## src/rtl/ps2_paddle_control.sv

```systemverilog
// ps2_paddle_control: decodes PS/2 make/break scan codes (including the E0
// extended and F0 break prefixes) into press-and-hold key flags, and steps
// two saturating paddle positions once per movement tick.
module ps2_paddle_control #(
   parameter int SCREEN_H = 480,
   parameter int PADDLE_H = 64,
   parameter int STEP     = 4,
   parameter int TICK_DIV = 833333,
   parameter int YW       = 10
) (
   input  logic          inclock,
   input  logic          resetn,
   input  logic [7:0]    scan_code,
   input  logic          scan_valid,
   output logic [YW-1:0] p1_y,
   output logic [YW-1:0] p2_y,
   output logic [3:0]    keys_held,
   output logic          frame_tick
);

   localparam int              CW       = $clog2(TICK_DIV);
   localparam logic [CW-1:0]   CNT_LAST = CW'(TICK_DIV - 1);
   localparam logic [YW:0]     Y_MAX    = (YW+1)'(SCREEN_H - PADDLE_H);
   localparam logic [YW:0]     STEP_X   = (YW+1)'(STEP);
   localparam logic [YW-1:0]   Y_INIT   = YW'((SCREEN_H - PADDLE_H) / 2);

   // Flag vector layout: {DN, UP, K, O, S, W}
   localparam int F_W  = 0;
   localparam int F_S  = 1;
   localparam int F_O  = 2;
   localparam int F_K  = 3;
   localparam int F_UP = 4;
   localparam int F_DN = 5;

   typedef enum logic [1:0] {
      IDLE,
      EXT,
      BRK,
      EXT_BRK
   } dec_state_t;

   dec_state_t       state, state_next;
   logic [5:0]       flags, flags_next;
   logic [CW-1:0]    tick_cnt;

   // One-hot flag select for a scan code; zero for codes we do not track.
   // Arrow codes are recognised with or without the E0 prefix.
   function automatic logic [5:0] key_mask(input logic [7:0] code);
      logic [5:0] m;
      m = '0;
      case (code)
         8'h1D:   m[F_W]  = 1'b1;
         8'h1B:   m[F_S]  = 1'b1;
         8'h44:   m[F_O]  = 1'b1;
         8'h42:   m[F_K]  = 1'b1;
         8'h75:   m[F_UP] = 1'b1;
         8'h72:   m[F_DN] = 1'b1;
         default: m = '0;
      endcase
      return m;
   endfunction

   // Step a paddle one tick; computed one bit wider so underflow shows up in
   // the top bit and overflow can be compared against the bottom bound.
   function automatic logic [YW-1:0] move_y(input logic [YW-1:0] y,
                                            input logic up,
                                            input logic dn);
      logic [YW:0] ext;
      logic [YW:0] res;
      ext = {1'b0, y};
      res = ext;
      if (up && !dn) begin
         res = ext - STEP_X;
         if (res[YW]) res = '0;
      end else if (dn && !up) begin
         res = ext + STEP_X;
         if (res > Y_MAX) res = Y_MAX;
      end
      return res[YW-1:0];
   endfunction

   // Decoder state and key flags; only this register sees scan_valid.
   always_ff @(posedge inclock or negedge resetn) begin
      if (!resetn) begin
         state <= IDLE;
         flags <= '0;
      end else begin
         state <= state_next;
         flags <= flags_next;
      end
   end

   // Prefix tracking: E0 only marks "extended", F0 marks "break"; the final
   // mapped byte sets or clears its flag. AA/FA fall into "other" and reset to IDLE.
   always_comb begin
      state_next = state;
      flags_next = flags;
      if (scan_valid) begin
         unique case (state)
            IDLE: begin
               if (scan_code == 8'hE0)      state_next = EXT;
               else if (scan_code == 8'hF0) state_next = BRK;
               else                         flags_next = flags | key_mask(scan_code);
            end
            EXT: begin
               if (scan_code == 8'hF0)      state_next = EXT_BRK;
               else if (scan_code == 8'hE0) state_next = EXT;
               else begin
                  flags_next = flags | key_mask(scan_code);
                  state_next = IDLE;
               end
            end
            BRK: begin
               if (scan_code == 8'hF0)      state_next = BRK;
               else if (scan_code == 8'hE0) state_next = EXT_BRK;
               else begin
                  flags_next = flags & ~key_mask(scan_code);
                  state_next = IDLE;
               end
            end
            EXT_BRK: begin
               if (scan_code == 8'hF0 || scan_code == 8'hE0) state_next = EXT_BRK;
               else begin
                  flags_next = flags & ~key_mask(scan_code);
                  state_next = IDLE;
               end
            end
            default: state_next = IDLE;
         endcase
      end
   end

   // Player-facing key view, one cycle behind the flags; the letter key and
   // arrow key for player 2 share a direction, so either one holds it.
   always_ff @(posedge inclock or negedge resetn) begin
      if (!resetn) begin
         keys_held <= '0;
      end else begin
         keys_held <= {flags[F_K] | flags[F_DN],
                       flags[F_O] | flags[F_UP],
                       flags[F_S],
                       flags[F_W]};
      end
   end

   // Movement tick: positions step on the last count using the flags already
   // registered, so a byte arriving on that same cycle waits for the next tick.
   always_ff @(posedge inclock or negedge resetn) begin
      if (!resetn) begin
         tick_cnt   <= '0;
         frame_tick <= 1'b0;
         p1_y       <= Y_INIT;
         p2_y       <= Y_INIT;
      end else if (tick_cnt == CNT_LAST) begin
         tick_cnt   <= '0;
         frame_tick <= 1'b1;
         p1_y       <= move_y(p1_y, flags[F_W], flags[F_S]);
         p2_y       <= move_y(p2_y, flags[F_O] | flags[F_UP], flags[F_K] | flags[F_DN]);
      end else begin
         tick_cnt   <= tick_cnt + 1'b1;
         frame_tick <= 1'b0;
      end
   end

endmodule

```

## config.mk

```make
export PLATFORM = sky130hd
export DESIGN_NAME = ps2_paddle_control
export DESIGN_NICKNAME = d
export VERILOG_FILES = /design/src/rtl/ps2_paddle_control.sv
export SDC_FILE = /design/constraint.sdc
export NUM_CORES = 1
export LEC_CHECK = 0
export BUFFER_PORTS_ARGS = -buffer_cell sky130_fd_sc_hd__buf_2
export CAP_MARGIN = 10
export CORE_MARGIN = 2
export CORE_UTILIZATION = 55
export CTS_CLUSTER_SIZE = 24
export DETAILED_ROUTE_END_ITERATION = 10
export PLACE_DENSITY = 0.77
export SLEW_MARGIN = 30
export SYNTH_ARGS = -nofsm -noshare
export SYNTH_HDL_FRONTEND = slang
export SYNTH_SLANG_ARGS = --single-unit
```

## constraint.sdc

```tcl
create_clock -name inclock -period 5.7 [get_ports inclock]
set_clock_uncertainty 0.05 [all_clocks]
set_input_delay 0.57 -clock inclock [delete_from_list [all_inputs] [get_ports inclock]]
set_output_delay 0.57 -clock inclock [all_outputs]
set_load 0.05 [all_outputs]
```

-- Yosys cells after proc, flatten, opt, wreduce, memory -nomap -nowiden
Index checks and enable logic that the tools add are counted.
- logic and storage cells: 168
- register bits: 53
- input port bits: 11
- output and inout bits: 25
- add/subtract/negate cells: 5
- reduce and logical (&&, ||, !) cells: 16
- mux-type cells: 110
- bitwise gates (word level): 8
- magnitude comparators: 2
- eq/ne operators: 20
- operator list (operator ; count):
    2-to-1 mux 1 bit ; 86
    2-to-1 mux 10 bit ; 8
    2-to-1 mux 6 bit ; 7
    equality test 8 x 7 -> 1 bit (second input constant) ; 4
    one-hot mux 6 bit (4 select lines) ; 1
    adder 10 x 3 -> 11 bit (second input constant) ; 2
    > comparator 11 x 9 -> 1 bit (second input constant) ; 2
    subtractor 10 x 3 -> 11 bit (second input constant) ; 2
    adder 20 x 1 -> 20 bit (second input constant) ; 1
    equality test 20 bit (second input constant) ; 1
    2-to-1 mux 20 bit ; 1
    equality test 8 x 5 -> 1 bit (second input constant) ; 2
    equality test 8 bit (second input constant) ; 2
    inequality test 2 bit (second input constant) ; 7
    AND 6 bit ; 2
    2-to-1 mux 2 bit ; 6
    inverter 6 bit ; 2
    OR 6 bit ; 2
    one-hot mux 2 bit (4 select lines) ; 1
    AND reduction 8 bit ; 1
    AND reduction 2 bit ; 3
    equality test 2 bit (second input constant) ; 2
    logical AND 1 bit ; 4
    logical NOT 1 bit ; 4
    6 further kinds ; 8

-- Longest topological paths before layout
Gate-level depths: netlist (run 1).
- word-level depth: 11
- mapped depth: 10
- mapped depth without buffers: 9

-- Worst setup path before layout (run 1)
No wires, ideal clock.
- path type: reg-to-reg
- start: register p1_y[3]
- end: register p1_y[8]
- path slack: 3089 ps
- stages on the path, launching flop included: 9
- buffers on the path: 1
- required time: 5581 ps
- data arrival time: 2492 ps
- setup time: 69 ps
- period minus slack after synthesis: 2611 ps
- cells stage by stage: dfrtp_1 ha_1 clkbuf_1 a21oi_1 o21ba_1 a211o_1 and3_1 or4b_1 nand3_1
- word-level cells in the longest chain between the ends: 5
- elaborated cells on any way between the ends: 7
- classes of those cells: add/sub (2); order compare (1); mux (4)
- ends and longest elaborated chain (item ; RTL line ; text):
    start: declaration ; 15 ; output logic [YW-1:0] p1_y,
    start signal: assignment ; 157 ; p1_y <= move_y(p1_y, flags[F_W], flags[F_S]);
    adder 10 x 3 -> 11 bit ; 76 ; res = ext + STEP_X;
    > comparator 11 x 9 -> 1 bit ; 77 ; if (res > Y_MAX) res = Y_MAX;
    2-to-1 mux 10 bit ; 77 ;
    2-to-1 mux 10 bit ; 75 ; end else if (dn && !up) begin
    2-to-1 mux 10 bit * ; 72 ; if (up && !dn) begin
Every way passes the cells marked *; elsewhere a longest branch is shown, timed or not. The select of a mux whose other input is x is not followed.
A chain may end at the register's enable or synchronous reset.

-- Worst setup path in the final report (run 1)
- start: register tick_cnt[14]
- end: register p1_y[4]
- word-level cells in the longest chain between the ends: 2
- ends and longest elaborated chain (item ; RTL line ; text):
    start: declaration ; 44 ; logic [CW-1:0] tick_cnt;
    start signal: assignment ; 160 ; tick_cnt <= tick_cnt + 1'b1;
    equality test 20 bit ; 154 ; end else if (tick_cnt == CNT_LAST) begin
    AND reduction 2 bit (no line) ; - ;
No other way between the ends.

==> results.json, run 1 <==
{
  "timing_worst_slew_pin_value_ns": 0.594,
  "seqPwrFrac": 0.538,
  "vias_per_cell": 5.98,
  "ys_ff_latch": 48,
  "synth_area_leaders": "dfrtp_1 (33%), dfstp_2 (5.0%), nor2_1 (4.8%)",
  "routabilityCongestion": 0.851,
  "dieHeight_um": 79.7,
  "ctsLongestPathBuffers": 2,
  "yosysWarnings": 0,
  "grt_pass1_wl_um": 11200,
  "setup_viol": 0,
  "critical_path_required_ns": 5.86,
  "post-cts-setup-buffers": 0,
  "final_max_slew_viol_count": 0,
  "synthArstFlopShare": 1.00,
  "p_comb_frac": 0.093,
  "power.share.clock": 0.369,
  "switching_share": 0.240,
  "cp_cell_sequence": "or4b_4 -> nor4b_4 -> nand4b_1 -> or4_1 -> o211ai_1",
  "area_growth_pct": 8.15,
  "grt_max_degree": 49,
  "finish.net_count": 401,
  "portBuffers": 31,
  "power.internal_uw": 492,
  "crit_buf_inv": 0,
  "whs_ns": 0.218,
  "dp_hpwl_um": 4750,
  "clkSinkCount": 48,
  "cts_root_buffer": "clkbuf_8",
  "start_util": 0.572,
  "drv_cap": 0,
  "antennaDiodeCount": 0,
  "slew-limit-headroom": 0.604,
  "finalPower_uw": 647,
  "ys_seq_area_frac": 0.384,
  "worst_skew_pair.late_latency_ns": 0.29,
  "setup-tns-final_ns": 0,
  "fmax_mhz": 387,
  "io_pins": 36,
  "ys_types": 67,
  "yosysTopAreaCell": "dfrtp_1",
  "rows": 27,
  "p_per_area_nw_per_um2": 190,
  "wl_per_cell_um": 14.4,
  "antenna_found_initial": 0,
  "dp.cells": 447,
  "fin_util": 0.618,
  "min-delay-path-class": "in -> async",
  "vias": 2722,
  "critical_path_class": "reg -> reg",
  "grt.total_usage": 0.218,
  "cts-htree-levels": 2,
  "power_leakage_nw": 1.49,
  "holdBufCountCts": 0,
  "fin_cells": 455,
  "die_width_um": 79.7,
  "wl_um": 6540,
  "synth_edf_count": 0,
  "globalRoute.totalOverflow": 0,
  "drtPass1Iterations": 4,
  "cts_tree": "yes",
  "arrival_ns": 2.74,
  "cpPeakStageDelay_ns": 0.61,
  "crit_fanout": 11,
  "drc": 0,
  "rsz0062_at_grt": "false",
  "crit_slowest_cell": "or4_1",
  "finalHoldViolCount": 0,
  "rrSetupSlack_ns": 3.12,
  "p_switching_uw": 155,
  "path_clk_slew_ns": 0.08,
  "drive_gt1_frac": 0.159,
  "cts_resized": 0,
  "filler_cell_count": 473,
  "endpoint_kind": "register",
  "finalCriticalPeriod_ns": 2.58,
  "ant_nets": 0,
  "cts_buffers": 5,
  "seq_area_um2": 1210,
  "crit_path_start_kind": "register",
  "ir_drop_mv": 0.130,
  "crit_family": "simple AND/OR/NAND/NOR gates",
  "synthFlopType": "dfrtp_1",
  "syn_avg_cell_area_um2": 8.72,
  "multi_input_area_um2": 1770,
  "die_area_um2": 6340,
  "yosysTopAreaCellShare": 0.334,
  "period_share": 0.453,
  "synth_cells": 361,
  "status": "finished, final reports clean",
  "coreArea_um2": 5510,
  "first_iter_violations": 206,
  "grt_pass1_vias": 2441,
  "syn_area_um2": 3150
}
## kinds of logic (layout without fill, tap and decap cells)
logic type / Yosys count / count (layout) / share of synthesized area
buffers and inverters: 39 / 58 / 0.0576
AO/OA/AOI/OAI: 70 / 70 / 0.149
other: 1 / 4 / 0.00119
XOR/XNOR: 21 / 21 / 0.0584
adder cells (fa/ha/maj): 8 / 8 / 0.0318
flip-flops: 48 / 48 / 0.384
multiplexers: 6 / 6 / 0.0199
AND/OR/NAND/NOR: 168 / 168 / 0.298
## power groups by stage
stage | logic [mW] | registers (mW) | clock network [mW]
2_1_floorplan | 0.0357 | 0.360 | 0
3_3_place_gp | 0.0595 | 0.354 | 0
3_5_place_dp | 0.0605 | 0.355 | 0
4_1_cts | 0.0605 | 0.348 | 0.247
5_1_grt | 0.0675 | 0.349 | 0.260
6_report | 0.0602 | 0.348 | 0.239
## final timing paths
kind	start	to	cells past startpoint
max	tick_cnt[14]	p1_y[4]	5
min	resetn	p1_y[5]	1
max reg2reg	tick_cnt[14]	p1_y[4]	5
min reg2reg	flags[1]	keys_held[1]	0
max in group asynchronous	resetn	tick_cnt[15]	1
min in group inclock	flags[1]	keys_held[1]	0
## cells in the final DEF (no fill, tap or decap), types with 3 or more instances in the layout
master / n
dfrtp_1: 42
nor2_1: 40
buf_2: 30
nand2_1: 26
nand3_1: 22
inv_1: 18
nor3_1: 16
a21oi_1: 16
o21ai_0: 14
xnor2_1: 11
xor2_1: 10
ha_1: 8
and3_1: 7
nand4_1: 7
nor4_1: 6
dfstp_2: 6
nand2b_1: 5
o31ai_1: 5
o211ai_1: 5
clkbuf_8: 5
nor2b_1: 4
mux2i_1: 4
o31a_1: 4
conb_1: 4
or2_2: 3
nand4b_1: 3
nor3_2: 3
or4_1: 3
or3_1: 3
## registers in the layout (all words and copies together) (netlist names)
| name | flops |
|---|---|
| state | 1 |
| flags | 6 |
| frame_tick | 1 |
| p1_y | 8 |
| keys_held | 4 |
| p2_y | 8 |
| tick_cnt | 20 |
## synth_stat cells, types with 4 or more instances
| library cell | n |
|---|---|
| mux2i_1 | 4 |
| dfrtp_1 | 42 |
| nor3_1 | 16 |
| nand4_1 | 7 |
| and3_1 | 7 |
| xnor2_1 | 11 |
| nand2_1 | 26 |
| buf_2 | 4 |
| o31ai_1 | 5 |
| o31a_1 | 4 |
| dfstp_2 | 6 |
| xor2_1 | 10 |
| nand2b_1 | 5 |
| nand3_1 | 22 |
| inv_1 | 18 |
| clkbuf_1 | 8 |
| nor4_1 | 6 |
| o211ai_1 | 5 |
| nor2b_1 | 4 |
| ha_1 | 8 |
| nor2_1 | 40 |
| a21oi_1 | 16 |
| buf_4 | 8 |
| o21ai_0 | 14 |
## area by class of cell
class                   count  area share
clock buffers               6      0.0213
clock inverters             2      0.0103
inverters                  19      0.0209
multi-input cells         277       0.520
flip-flops and latches     48       0.355
well taps                  72      0.0265
repair buffers             31      0.0463
## metrics by stage
step / instance area, um^2 / setup WS, ns
global route: 3400 / 2.95
global placement: 3290 / 3.24
floorplan: 3160 / 3.09
finish: 3400 / 3.12
CTS: 3400 / 3.16
detailed placement: 3300 / 3.19
## layer usage
| layer | up-vias | share of wire | track usage |
|---|---|---|---|
| met4 | 0 | 0.0084 | 0.0621 |
| met5 | - | 0 | 0 |
| met1 | 1313 | 0.47 | 0.306 |
| met2 | 67 | 0.47 | 0.349 |
| li1 | 1335 | - | - |
| met3 | 7 | 0.045 | 0.0385 |
(Power assumes the default switching activity.)
==> run 2, diff against run 1 <==
--- a/config.mk
+++ b/config.mk
@@ -5,13 +5,14 @@
 export SDC_FILE = /design/constraint.sdc
 export NUM_CORES = 1
 export LEC_CHECK = 0
+export ABC_AREA = 1
 export BUFFER_PORTS_ARGS = -buffer_cell sky130_fd_sc_hd__buf_2
 export CAP_MARGIN = 10
 export CORE_MARGIN = 2
 export CORE_UTILIZATION = 55
 export CTS_CLUSTER_SIZE = 24
 export DETAILED_ROUTE_END_ITERATION = 10
-export PLACE_DENSITY = 0.77
+export PLACE_DENSITY = 0.76
 export SLEW_MARGIN = 30
 export SYNTH_ARGS = -nofsm -noshare
 export SYNTH_HDL_FRONTEND = slang
==> constraint.sdc (replaced) <==
create_clock -name inclock -period 2.4 [get_ports inclock]
set_clock_uncertainty 0.05 [all_clocks]
set_input_delay 0.24 -clock inclock [delete_from_list [all_inputs] [get_ports inclock]]
set_output_delay 0.24 -clock inclock [all_outputs]
set_load 0.05 [all_outputs]
==> results.json, run 2 <==
{
  "status": "finished, final reports clean",
  "ys_top_cells_by_count": "nand2_1 (92), nor2_1 (78), inv_1 (67)",
  "final_common_cell": "nand2_1",
  "cts_buffers": 5,
  "synth_edf_count": 0,
  "seq_area_um2": 1210,
  "crit_path_start_kind": "register",
  "slew-limit-headroom": 0.618,
  "yosysWarnings": 0,
  "ys_seq_area_frac": 0.360,
  "die_area_um2": 6750,
  "antenna_found_initial": 0,
  "setup-tns-final_ns": 0,
  "yosysTopAreaCell": "dfrtp_1",
  "coreArea_um2": 5920,
  "crit_fanout": 5,
  "cpPeakStageDelay_ns": 0.43,
  "setup_viol": 0,
  "finalHoldViolCount": 0,
  "synth_cells": 480,
  "syn_area_um2": 3360,
  "grt_max_degree": 26,
  "drtPass1Iterations": 5,
  "antennaDiodeCount": 0,
  "filler_cell_count": 553,
  "first_iter_violations": 211,
  "largest-register": "tick_cnt",
  "drc": 0,
  "synthAdderAreaFrac": 0.0298,
  "dieHeight_um": 82.2,
  "largest_reg_flops": 20,
  "wl_um": 7540,
  "multi_input_area_um2": 1820,
  "ir_drop_mv": 0.342,
  "synth_top_family_by_area": "simple AND/OR/NAND/NOR gates",
  "wl_per_cell_um": 12.8,
  "ys_ff_latch": 48,
  "critical_path_required_ns": 2.54,
  "start_util": 0.568,
  "worst_slack_ns": 0.364,
  "globalRoute.totalOverflow": 0,
  "ctsLongestPathBuffers": 2,
  "min-delay-path-class": "in -> reg",
  "final_cell_mix": "nand2_1 (92), nor2_1 (78), inv_1 (67)",
  "yosysTopAreaCellShare": 0.313,
  "portBuffers": 31,
  "grt_pass1_vias": 2901,
  "rows": 28,
  "cts_resized": 0,
  "cp_cell_sequence": "inv_1 -> ha_1 -> nor3b_1 -> nand3_1 -> nand2_1 -> nand3_1 -> nand3_1 -> nand2_1 -> inv_1 -> a21oi_1",
  "syn_avg_cell_area_um2": 7.00,
  "die_width_um": 82.2,
  "finish.net_count": 531,
  "ant_nets": 0,
  "path_clk_slew_ns": 0.09,
  "finalCriticalPeriod_ns": 2.04,
  "p_per_area_nw_per_um2": 424,
  "vias": 3225,
  "ys_types": 43,
  "drv_cap": 0,
  "synth_area_leaders": "dfrtp_1 (31%), nand2_1 (10%), nor2_1 (8.7%)",
  "fmax_mhz": 491,
  "cts-htree-levels": 2,
  "synth-simple-area-share": 0.374,
  "timing_worst_slew_pin_value_ns": 0.573,
  "arrival_ns": 2.18,
  "synth_compound_area_frac": 0.103,
  "synthFlopType": "dfrtp_1",
  "post-synth-top-count-cell": "nand2_1",
  "routed-wl-met3_um": 362,
  "dp.cells": 579,
  "area_growth_pct": 9.79,
  "fin_cells": 588,
  "rrSetupSlack_ns": 0.36,
  "period_share": 0.848,
  "final_max_slew_viol_count": 0,
  "top_layer_used": "met4",
  "power_leakage_nw": 1.92,
  "worst_path_most_repeated_cell": "nand3_1",
  "critical_path_class": "reg -> reg",
  "whs_ns": 0.160,
  "synthArstFlopShare": 1.00,
  "drive_gt1_frac": 0.138,
  "crit_slowest_cell": "dfrtp_1",
  "post-cts-setup-buffers": 0,
  "reg.largest.list": "tick_cnt: 20 flops, p1_y: 8 flops, p2_y: 8 flops",
  "routabilityCongestion": 0.887,
  "clkSinkCount": 48,
  "wl_met1_um": 3510,
  "dp_hpwl_um": 5750,
  "vias_per_cell": 5.48,
  "synthXorXnorAreaFrac": 0.0287,
  "rsz0062_at_grt": "false",
  "grt_pass1_wl_um": 12900,
  "endpoint_kind": "register",
  "cts_tree": "yes",
  "worst_skew_pair.late_latency_ns": 0.30,
  "grt.total_usage": 0.244,
  "synthMuxAreaShare": 0,
  "wl_met2_um": 3560,
  "io_pins": 36,
  "dp_slack_ns": 0.386,
  "cts_root_buffer": "clkbuf_8"
}
[run 2: changes by cell type after synthesis, sizes merged, moves of 7 or more]
| cell | previous run | this run |
|---|---|---|
| a21oi | 17 | 31 |
| clkbuf | 8 | 1 |
| inv | 18 | 70 |
| nand2 | 27 | 97 |
| nand3 | 24 | 34 |
| nand4 | 7 | 19 |
| nor2 | 41 | 85 |
| nor3 | 19 | 12 |
| o21ai | 16 | 23 |
| xnor2 | 11 | 2 |
[run 2: critical path: cells and delay by family (launching register included)]
kind / cells / cell delay, ns
AND/OR/NAND/NOR: 6 / 0.99
adder cells (fa/ha/maj): 1 / 0.22
AO/OA/AOI/OAI: 1 / 0.06
buffers and inverters: 2 / 0.18
flip-flops: 1 / 0.43
[run 2: kinds of logic after synthesis]
logic type / count (synthesis)
other: 1
adders and majority gates: 8
and+or+nand+nor: 264
AOI/OAI and AO/OA: 64
xor gates and xnor gates: 11
DFF: 48
buffers and inverters: 84
[run 2: metal layers]
metal,vias up,track usage
met5,-,0
met4,0,0.0650
met3,10,0.0272
met2,90,0.405
met1,1506,0.339
li1,1619,-
[run 2: layout make-up]
class	instances	share of cell area
Multi-Input combinational cell	351	0.492
Sequential cell	48	0.327
Inverter	73	0.0746
Timing Repair Buffer	33	0.0502
Tap cell	75	0.0254
Clock buffer	5	0.0186
Clock inverter	3	0.0115
[run 2: power by group]
part	leakage (nW)	internal [mW]	switching, mW
sequential	0.630	0.824	0.00852
clock	0.0541	0.308	0.277
combinational	1.24	0.0354	0.113
total	1.92	1.17	0.398
[run 2: repair_timing]
action,in CTS,in global routing
hold endpoints to repair,19,0
hold buffers,1,0
setup endpoints to repair,0,0
[run 2: final timing paths]
kind | depth (start not counted) | end | start
max | 10 | p2_y[8] | p2_y[2]
max in group asynchronous | 3 | p1_y[4] | resetn
max reg2reg | 10 | p2_y[8] | p2_y[2]
min reg2reg | 0 | keys_held[1] | flags[1]
min in group asynchronous | 2 | tick_cnt[14] | resetn
min | 3 | state[1] | scan_code[4]
[run 2: through the flow]
step | instance area (um^2) | total power [mW] | utilization
floorplan | 3370 | 0.943 | -
global placement | 3570 | 0.992 | 0.603
detailed placement | 3570 | 0.995 | 0.603
CTS | 3690 | 1.58 | 0.623
global route | 3690 | 1.63 | 0.623
finish | 3690 | 1.57 | 0.623
